[config.mk]
export PLATFORM = sky130hd
export DESIGN_NAME = packet_fifo_arbiter
export DESIGN_NICKNAME = d
export VERILOG_FILES = /design/src/rtl/packet_fifo_arbiter.sv
export SDC_FILE = /design/constraint.sdc
export NUM_CORES = 1
export LEC_CHECK = 0
export BUFFER_PORTS_ARGS = -buffer_cell sky130_fd_sc_hd__buf_2
export CORE_AREA = 5 5 604 606
export CTS_BUF_LIST = sky130_fd_sc_hd__clkbuf_4
export DETAILED_ROUTE_END_ITERATION = 8
export DIE_AREA = 0 0 609 611
export GPL_TIMING_DRIVEN = 0
export PLACE_DENSITY_LB_ADDON = 0.3
export SYNTH_ARGS = -nofsm -noshare
export SYNTH_HDL_FRONTEND = slang
export SYNTH_SLANG_ARGS = --single-unit
[constraint.sdc]
create_clock -name iClk -period 2.1 [get_ports iClk]
set_input_delay 0.42 -clock iClk [delete_from_list [all_inputs] [get_ports iClk]]
set_output_delay 0.42 -clock iClk [all_outputs]
set_load 0.01 [all_outputs]
[src/rtl/packet_fifo_arbiter.sv]
// packet_fifo_arbiter
// Round-robin arbiter that shares one packet_to_fifo instance between pNumReq packet
// sources. The winner's packet is latched and pushed with a one-cycle write strobe. The
// arbiter then waits for done, error or timeout and pulses a per-requester completion.
//
// Ports:
//   iClk        system clock
//   iRst        synchronous reset, active-low
//   iReq        level request per requester, held until its oDone/oErr
//   iReqData    packed packets, requester k at [k*PB +: PB]
//   oGrant      one-hot owner of the current transfer, 0 when idle
//   oDone       one-cycle pulse on the owner's bit: packet accepted
//   oErr        one-cycle pulse on the owner's bit: packet error or timeout
//   oPacketWr   one-cycle write strobe to packet_to_fifo
//   oPacketData latched packet, held until the next grant
//   iPacketDone completion from packet_to_fifo
//   iPacketErr  error from packet_to_fifo
//   oBusy       high whenever a transfer is in progress
module packet_fifo_arbiter #(
    parameter int unsigned pNumReq     = 2,
    parameter int unsigned pPacketSize = 64,
    parameter int unsigned pTimeout    = 1024
) (
    input  logic                              iClk,
    input  logic                              iRst,
    input  logic [pNumReq-1:0]                iReq,
    input  logic [pNumReq*pPacketSize*8-1:0]  iReqData,
    output logic [pNumReq-1:0]                oGrant,
    output logic [pNumReq-1:0]                oDone,
    output logic [pNumReq-1:0]                oErr,
    output logic                              oPacketWr,
    output logic [pPacketSize*8-1:0]          oPacketData,
    input  logic                              iPacketDone,
    input  logic                              iPacketErr,
    output logic                              oBusy
);

    localparam int unsigned PB   = pPacketSize * 8;
    localparam int unsigned CntW = $clog2(pTimeout);
    localparam int unsigned IdxW = (pNumReq > 1) ? $clog2(pNumReq) : 1;

    localparam logic [CntW-1:0] CntMax  = CntW'(pTimeout - 1);
    localparam logic [IdxW-1:0] LastRst = IdxW'(pNumReq - 1);

    localparam logic [1:0] StIdle = 2'd0;
    localparam logic [1:0] StWait = 2'd1;
    localparam logic [1:0] StResp = 2'd2;

    logic [1:0]         state_q, state_d;
    logic [pNumReq-1:0] grant_q, grant_d;
    logic [pNumReq-1:0] done_q, done_d;
    logic [pNumReq-1:0] err_q, err_d;
    logic               wr_q, wr_d;
    logic [PB-1:0]      data_q, data_d;
    logic [CntW-1:0]    cnt_q, cnt_d;
    logic [IdxW-1:0]    last_q, last_d;
    logic               busy_q, busy_d;

    logic               sel_found;
    logic [IdxW-1:0]    sel_idx;
    int unsigned        cand;

    // Search starts just after the previous winner and wraps, so the last owner has
    // lowest priority on the next round.
    always_comb begin
        sel_found = 1'b0;
        sel_idx   = '0;
        cand      = 0;
        for (int unsigned i = 1; i <= pNumReq; i++) begin
            cand = (32'(last_q) + i) % pNumReq;
            if (!sel_found && iReq[cand]) begin
                sel_found = 1'b1;
                sel_idx   = cand[IdxW-1:0];
            end
        end
    end

    always_comb begin
        state_d = state_q;
        grant_d = grant_q;
        done_d  = '0;
        err_d   = '0;
        wr_d    = 1'b0;
        data_d  = data_q;
        cnt_d   = cnt_q;
        last_d  = last_q;
        case (state_q)
            StIdle: begin
                if (sel_found) begin
                    grant_d          = '0;
                    grant_d[sel_idx] = 1'b1;
                    last_d           = sel_idx;
                    data_d           = iReqData[32'(sel_idx)*PB +: PB];
                    wr_d             = 1'b1;
                    cnt_d            = '0;
                    state_d          = StWait;
                end
            end
            StWait: begin
                // Error wins over done; a done on the final count still counts as done.
                if (iPacketErr) begin
                    err_d   = grant_q;
                    state_d = StResp;
                end else if (iPacketDone) begin
                    done_d  = grant_q;
                    state_d = StResp;
                end else if (cnt_q == CntMax) begin
                    err_d   = grant_q;
                    state_d = StResp;
                end else begin
                    cnt_d = cnt_q + 1'b1;
                end
            end
            StResp: begin
                grant_d = '0;
                state_d = StIdle;
            end
            default: begin
                grant_d = '0;
                state_d = StIdle;
            end
        endcase
        busy_d = (state_d != StIdle);
    end

    always_ff @(posedge iClk) begin
        if (!iRst) begin
            state_q <= StIdle;
            grant_q <= '0;
            done_q  <= '0;
            err_q   <= '0;
            wr_q    <= 1'b0;
            data_q  <= '0;
            cnt_q   <= '0;
            last_q  <= LastRst;
            busy_q  <= 1'b0;
        end else begin
            state_q <= state_d;
            grant_q <= grant_d;
            done_q  <= done_d;
            err_q   <= err_d;
            wr_q    <= wr_d;
            data_q  <= data_d;
            cnt_q   <= cnt_d;
            last_q  <= last_d;
            busy_q  <= busy_d;
        end
    end

    assign oGrant      = grant_q;
    assign oDone       = done_q;
    assign oErr        = err_q;
    assign oPacketWr   = wr_q;
    assign oPacketData = data_q;
    assign oBusy       = busy_q;

endmodule

==> results.toml, run 1 <==
[logic_synthesis]
netlist-cell-type-count = 40
synth_cells = 1874
avgSynthCellArea_um2 = 10.2
ys_seq_elements = 533
netlist_area_um2 = 19100
yosys_warnings = 0
seq_area_frac_synth_pct = 55.8
syn_nets = 2905

[clock_network]
cts_buffer_depth = 4
cts_resized = 2009
clock_sinks = 533
cts_made_buffers = 173
hold_buffers = 1715
cts_max_level = 4
clock-root-buffer = "clkbuf_4"
cts_setup_buffers = 88

[place]
dpl-instance-area_um2 = 32900
io_buffers = 1548
gp_congestion = 0.951
place_hpwl_um = 277000
dp_slack_ns = -1.78

[floorplan]
start_util_pct = 5.34
fp.dieW_um = 609
die_y_um = 611
ios = 1550
placementRows = 220

[outcome]
status = "stopped before the end"
stop_error = "[ERROR RSZ-0060] Max buffer count reached."
flow.stopped_at = "clock tree synthesis"
-- Yosys cell counts, drive strengths merged --
| cell | n | area [um^2] |
|---|---|---|
| o32ai | 1 | 8.76 |
| inv | 2 | 7.51 |
| and4 | 2 | 17.5 |
| a22oi | 1 | 7.51 |
| a222oi | 512 | 5120 |
| buf | 17 | 71.3 |
| o21ba | 1 | 10.0 |
| or4 | 2 | 15.0 |
| and2 | 4 | 25.0 |
| nand2b | 3 | 18.8 |
| a21oi | 10 | 53.8 |
| mux2 | 1 | 11.3 |
| o21ai | 2 | 10.0 |
| ha | 1 | 12.5 |
| o221a | 1 | 11.3 |
| o22ai | 2 | 12.5 |
| clkbuf | 216 | 811 |
| or4b | 1 | 10.0 |
| nor3 | 4 | 20.0 |
| o211ai | 3 | 22.5 |
| nor4b | 2 | 17.5 |
| a31oi | 3 | 33.8 |
| nor2b | 1 | 6.26 |
| nor2 | 521 | 1960 |
| and3 | 5 | 31.3 |
| a31o | 2 | 17.5 |
| nand4 | 2 | 12.5 |
| or3 | 1 | 6.26 |
| or2b | 1 | 7.51 |
| nand3 | 7 | 35.0 |
| a41oi | 1 | 8.76 |
| nand2 | 7 | 26.3 |
| a32o | 1 | 10.0 |
| dfxtp | 533 | 10700 |
| a21bo | 1 | 10.0 |
-- kinds of logic after synthesis --
logic type / after synthesis / share of synthesized area [%]
multiplexers: 1 / 0.0589
adder cells (fa/ha/maj): 1 / 0.0654
flip-flops: 533 / 55.8
buffers and inverters: 235 / 4.65
AND/OR/NAND/NOR: 563 / 11.5
AO/OA/AOI/OAI: 541 / 27.9
-- stage by stage --
step,setup TNS (ns),hold WS (ns),std cells
detailed placement,-679.63,0.498,8197
global placement,-1275.67,0.483,8195
floorplan,0,0.452,1874
==> run 2: changes to the inputs <==
CORE_AREA = 5 5 602 604   (was 5 5 604 606)
CTS_BUF_LIST = unset   (was sky130_fd_sc_hd__clkbuf_4)
DIE_AREA = 0 0 607 609   (was 0 0 609 611)
PLACE_DENSITY_LB_ADDON = 0.15   (was 0.3)
==> run 2 against run 1 <==
  * The flow now finishes, with violations (design-rule violations)
  * Synthesized area is the same
  * Synthesized cell count is the same
==> results.toml, run 2 <==
[clock_network]
cts_tree = "done"
cts_made_buffers = 87
cts_max_level = 3
cts_buffer_depth = 4
clock-root-buffer = "clkbuf_16"
clock_sinks = 533
clkTransAtPathRegs_ns = 0.06
insertion_delay_ns = 0.83

[timing]
worstMarginPinSlew_ns = 1.04
fin_crit_ns = 2.02
fin_setup_tns_ns = 0
final.setup.worst_slack_ns = 0.0756
skew_ns = 0.0556
hold_viol_final = 0
fin_crit_sh_pct = 96.4
slew_viol_final = 0
setup_violations = 0
slew_headroom_pct = 30.5
rsz0062_at_grt = "false"
max_freq_mhz = 494

[detailed_routing]
finalWirelength_um = 296000
first_iter_violations = 4789
drc = 60
wl_per_cell_um = 31.3
ant_nets = 0
vias = 31000
vias_per_cell = 3.29
firstDrtPassIters = 9

[layout]
final_common_cell = "buf_2"
area_delta_synth_final_pct = 144
largest_reg_flops = 512
fin_nets = 5575
final_cells = 9441
final_cell_mix = "buf_2, dlygate4sd3_1, nor2_1"
drive_gt1_share_pct = 40.8
fin_area_um2 = 46700

[logic_synthesis]
synth_simple_gate_area_share_pct = 11.5
synth_top_area_share_pct = 55.8
ys_seq_elements = 533
avgSynthCellArea_um2 = 10.2
synth_cells = 1874
seq_area_frac_synth_pct = 55.8
netlist_area_um2 = 19100
post_synth_main_area_contributors = "dfxtp_1, a222oi_1, nor2_1, clkbuf_1, a21oi_1"
yosys_warnings = 0
synth_xor_area_share_pct = 0
syn_nets = 2905
synth.cells.most_frequent = "dfxtp_1, nor2_1, a222oi_1"
synth_compound_area_share_pct = 27.9
async_flop_share_pct = 0
synth_top_family_by_area = "compound AO/OA/AOI/OAI gates"
netlist-cell-type-count = 40
synth-adder-area-share_pct = 0.0654
yosys.area.top_type = "dfxtp_1"
synthFlopType = "dfxtp_1"
synth.area.mux_share_pct = 0.0589
synth-edff-count = 0
synth_most_common_cell = "dfxtp_1"

[worst_hold_path]
hold_start = "iRst"
hp-class = "input pin to flip-flop"
holdPathEnd = "oDone[0]$_SDFF_PP0_"
hold_depth = 4

[critical_path]
crit_chain = "nor2_4 > and3_1 > buf_12 > clkbuf_8 > clkbuf_4 > a222oi_1 > nor2_1"
critPathLaunchType = "flip-flop"
r2r_start = "state_q[1]$_SDFF_PN0_"
crit_path_max_incr_delay_ns = 0.43
crit_type = "flip-flop to flip-flop"
end_kind = "flip-flop"
cpMaxStageDelayCell = "a222oi_1"
path_max_fanout = 10
r2r_slack_ns = 0.08
worst_ep_arrival_time_ns = 2.64
reg2regPathDepth = 7
r2r-end = "oPacketData[101]$_SDFFE_PN0P_"
worstPathRequired_ns = 2.72

[power]
p_leak_uw = 0.0201
peakVddDrop_uv = 615
p_per_area_nw_per_um2 = 797

[global_routing]
grt_max_degree = 13
grt_busiest_layer = "met2"
overflow = 0
track_usage_pct = 15.2
use_met3_pct = 6.29
antenna_found_initial = 170
grt_pass1_wl_um = 363000
gr-usage-met2_pct = 25.8
grt_pass1_vias = 31400
met1_usage_pct = 17.6

[floorplan]
placementRows = 220
core_area_um2 = 357000
die-area_um2 = 370000
fp.dieW_um = 607
ios = 1550
die_y_um = 609
start_util_pct = 5.36

[place]
dp_cells = 8197
dpl-instance-area_um2 = 32900
io_buffers = 1548
gp_congestion = 0.903
dp_slack_ns = -2.34
place_hpwl_um = 260000

[run]
maxCapViolCount = 0

[outcome]
status = "finished, violations left"
violations = "design-rule violations"
run 2: cell counts after synthesis:
Identical to the previous run, type by type.
run 2: report_power, final:
part	switching, uW	internal, uW
sequential	922	11100
clock	6150	8770
combinational	6260	4030
run 2: worst max path at each step:
stage / from / end / slack (ns)
after global placement: iReq[0] / oPacketData[381]$_SDFFE_PN0P_ / -3.58
after detailed placement: iRst / oPacketData[384]$_SDFFE_PN0P_ / -2.34
after global routing: oPacketData[52]$_SDFFE_PN0P_ / oPacketData[52] / 0.004
after CTS: state_q[0]$_SDFF_PN0_ / oPacketData[316]$_SDFFE_PN0P_ / 0.005
final: state_q[1]$_SDFF_PN0_ / oPacketData[101]$_SDFFE_PN0P_ / 0.08
after floorplan: iPacketErr / cnt_q[5]$_SDFFE_PN0P_ / 0.27
run 2: logic make-up (layout without fill, tap and decap cells):
group | count (synthesis) | in the layout
adder cells (fa/ha/maj) | 1 | 1
multiplexers | 1 | 1
flip-flops | 533 | 533
AO/OA/AOI/OAI | 541 | 541
other | 0 | 65
buffers and inverters | 235 | 2964
AND/OR/NAND/NOR | 563 | 563
run 2: final cells by class:
cell class	count	area, um^2
tap	4773	5970
fill	41100	310000
antenna	65	163
multi-input combinational	1106	7590
clock inverter	26	319
buffer	233	1380
clock buffer	122	2470
sequential	533	10700
inverter	2	11.3
timing repair buffer	2581	18100
run 2: per-stage QoR:
stage	util (%)	power, uW	hold slack (ns)
after floorplan	-	14700	0.452
after global placement	9.20	20700	0.478
after detailed placement	9.22	20700	0.479
after CTS	13.0	38400	0.0495
after global routing	13.1	39100	0.135
final	13.1	37200	0.171
run 2: timing repair:
action	CTS	global route
endpoints found under the hold margin	519	0
buffers inserted	1	0
cloned	0	0
pin swaps	0	9
hold buffers	1030	0
gates resized for setup	268	42
endpoints found under the setup margin	546	212
run 2: critical path, delay by kind of cell (launching register included):
family,cells,cell delay (ns)
AOI/OAI and AO/OA,1,0.43
buffers and inverters,3,0.68
DFF,1,0.39
and+or+nand+nor,3,0.31
run 2: metal layers:
metal | vias to the layer above | share of wire, %
met3 | 425 | 11
met1 | 15500 | 39
met2 | 1896 | 48
li1 | 13100 | -
met4 | 54 | 3.0
met5 | - | 0.11
No activity file was read; power rests on OpenSTA's default activity.
==> run 3: changes to the inputs <==
PLACE_DENSITY_LB_ADDON = 0.05   (was 0.15)
==> run 3 against run 2 <==
  * The flow still finishes with violations (design-rule violations)
  * Core utilization is essentially flat
  * Sequential power is essentially flat
  * Count of clock-buffer cells in the layout grew 9
  * Routed wire length shrank 15%
  * Highest routed layer unchanged
  * Largest cell class unchanged
==> results.toml, run 3 (synthesized netlist as in run 2, its figures left out) <==
[clock_network]
cts_buffer_depth = 4
clock-root-buffer = "clkbuf_16"
clkTransAtPathRegs_ns = 0.06
cts_tree = "done"
cts_made_buffers = 96
clock_sinks = 533
cts_max_level = 3
cts_setup_buffers = 0
insertion_delay_ns = 0.82

[outcome]
violations = "design-rule violations"
status = "finished, violations left"

[critical_path]
path_max_fanout = 10
critPathLaunchType = "flip-flop"
crit_chain = "nor2_4 > and3_1 > buf_8 > clkbuf_1 > a222oi_1 > nor2_1"
worst_ep_arrival_time_ns = 2.74
cpMaxStageDelayCell = "clkbuf_1"
worstPathRequired_ns = 2.82
crit_type = "flip-flop to flip-flop"
end_kind = "flip-flop"
crit_path_max_incr_delay_ns = 0.56

[detailed_routing]
firstDrtPassIters = 9
wl_per_cell_um = 26.8
finalWirelength_um = 252000
ant_nets = 0
vias = 29300
drc = 8
first_iter_violations = 3295
vias_per_cell = 3.11

[layout]
drive_gt1_share_pct = 40.7
final_cell_mix = "buf_2, dlygate4sd3_1, dfxtp_1"
area_delta_synth_final_pct = 145
final_cells = 9415
final_common_cell = "buf_2"
largest_reg_flops = 512
fin_nets = 5582

[run]
maxCapViolCount = 0

[power]
internal-power_uw = 24200
p_sw_uw = 12700
peakVddDrop_uv = 572
p_leak_uw = 0.0201
p_seq_share_pct = 32.3
clockPowerShare_pct = 41.9
pwr-share-comb_pct = 25.8
p_per_area_nw_per_um2 = 790
swShare_pct = 34.5

[global_routing]
grt_max_degree = 14
grt_pass1_vias = 31600
overflow = 0
grt_pass1_wl_um = 321000
antenna_found_initial = 97
track_usage_pct = 13.0

[floorplan]
placementRows = 220
core_area_um2 = 357000
die-area_um2 = 370000
start_util_pct = 5.36
ios = 1550
die_y_um = 609
fp.dieW_um = 607

[timing]
setup_violations = 0
slew_headroom_pct = 37.7
hold_viol_final = 0
max_freq_mhz = 496
fin_setup_tns_ns = 0
worstMarginPinSlew_ns = 0.934
fin_crit_sh_pct = 96.1
slew_viol_final = 0
fin_crit_ns = 2.02
skew_ns = 0.0738
rsz0062_at_grt = "true"

[place]
gp_congestion = 0.794
place_hpwl_um = 214000
dp_cells = 8196
io_buffers = 1548

[worst_hold_path]
hp-class = "input pin to flip-flop"
-- run 3: changes by cell type in the layout (fill, tap and decap cells not counted), moves of 3 or more --
cell,before,now
buf_2,1560,1564
inv_6,3,0
dfxtp_2,18,4
clkbuf_4,30,44
diode_2,65,41
bufinv_16,5,2
clkbuf_1,80,71
dfxtp_1,513,527
clkbuf_2,95,86
clkbuf_16,87,97
-- run 3: final timing paths --
path | startpoint | end | slack (ns) | cells past startpoint
worst min register to register | cnt_q[1]$_SDFFE_PN0P_ | cnt_q[1]$_SDFFE_PN0P_ | 0.50 | 2
worst min-delay path | iReq[0] | oGrant[0]$_SDFFE_PN0P_ | 0.27 | 5
worst max-delay path | state_q[0]$_SDFF_PN0_ | oPacketData[486]$_SDFFE_PN0P_ | 0.08 | 6
worst max register to register | state_q[0]$_SDFF_PN0_ | oPacketData[486]$_SDFFE_PN0P_ | 0.08 | 6
-- run 3: metrics by stage --
stage / total power [uW] / hold slack (ns) / instance area, um^2 / setup slack (ns) / util [%]
2_1_floorplan: 14700 / 0.452 / 19100 / 0.274 / -
3_3_place_gp: 20100 / 0.498 / 32800 / -3.64 / 9.20
3_5_place_dp: 20000 / 0.493 / 32900 / -1.84 / 9.21
4_1_cts: 38500 / 0.144 / 46600 / 0.000167 / 13.1
5_1_grt: 39100 / 0.254 / 46700 / -0.0131 / 13.1
6_report: 37000 / 0.270 / 46800 / 0.0819 / 13.1
-- run 3: what timing repair did --
item | 4_1_cts | 5_1_grt
hold buffers | 1030 | 0
gates resized for setup | 280 | 42
endpoints found under the setup margin | 533 | 190
endpoints found under the hold margin | 519 | 0
pin swaps | 10 | 9
-- run 3: layer usage --
metal	wire, um	global-route usage [%]	vias up
met1	96000	14.4	14500
met5	176	0	-
met3	19600	3.84	290
met2	132000	24.3	1294
li1	-	-	13100
met4	4930	2.41	32
-- run 3: final cells by class --
cell class	count	area (um^2)
Clock buffer	131	2700
Inverter	2	7.51
Tap cell	4773	5970
Antenna cell	41	103
Timing Repair Buffer	2579	18100
Clock inverter	17	178
Fill cell	41400	310000
Sequential cell	533	10700
Multi-Input combinational cell	1106	7590
Buffer	233	1450
-- run 3: power groups by stage --
| stage | sequential [uW] | clock, uW | combinational (uW) |
|---|---|---|---|
| finish | 11900 | 15500 | 9540 |
| global route | 12000 | 16700 | 10300 |
| global placement | 12200 | 0 | 7900 |
| CTS | 11900 | 16600 | 9940 |
| floorplan | 12200 | 0 | 2480 |
| detailed placement | 12200 | 0 | 7830 |
-- run 3: worst max-delay path: cells and delay by family (launching register included) --
family	cells	cell delay, ns
AOI/OAI and AO/OA	1	0.23
and+or+nand+nor	3	0.49
DFF	1	0.37
buffers and inverters	2	0.82
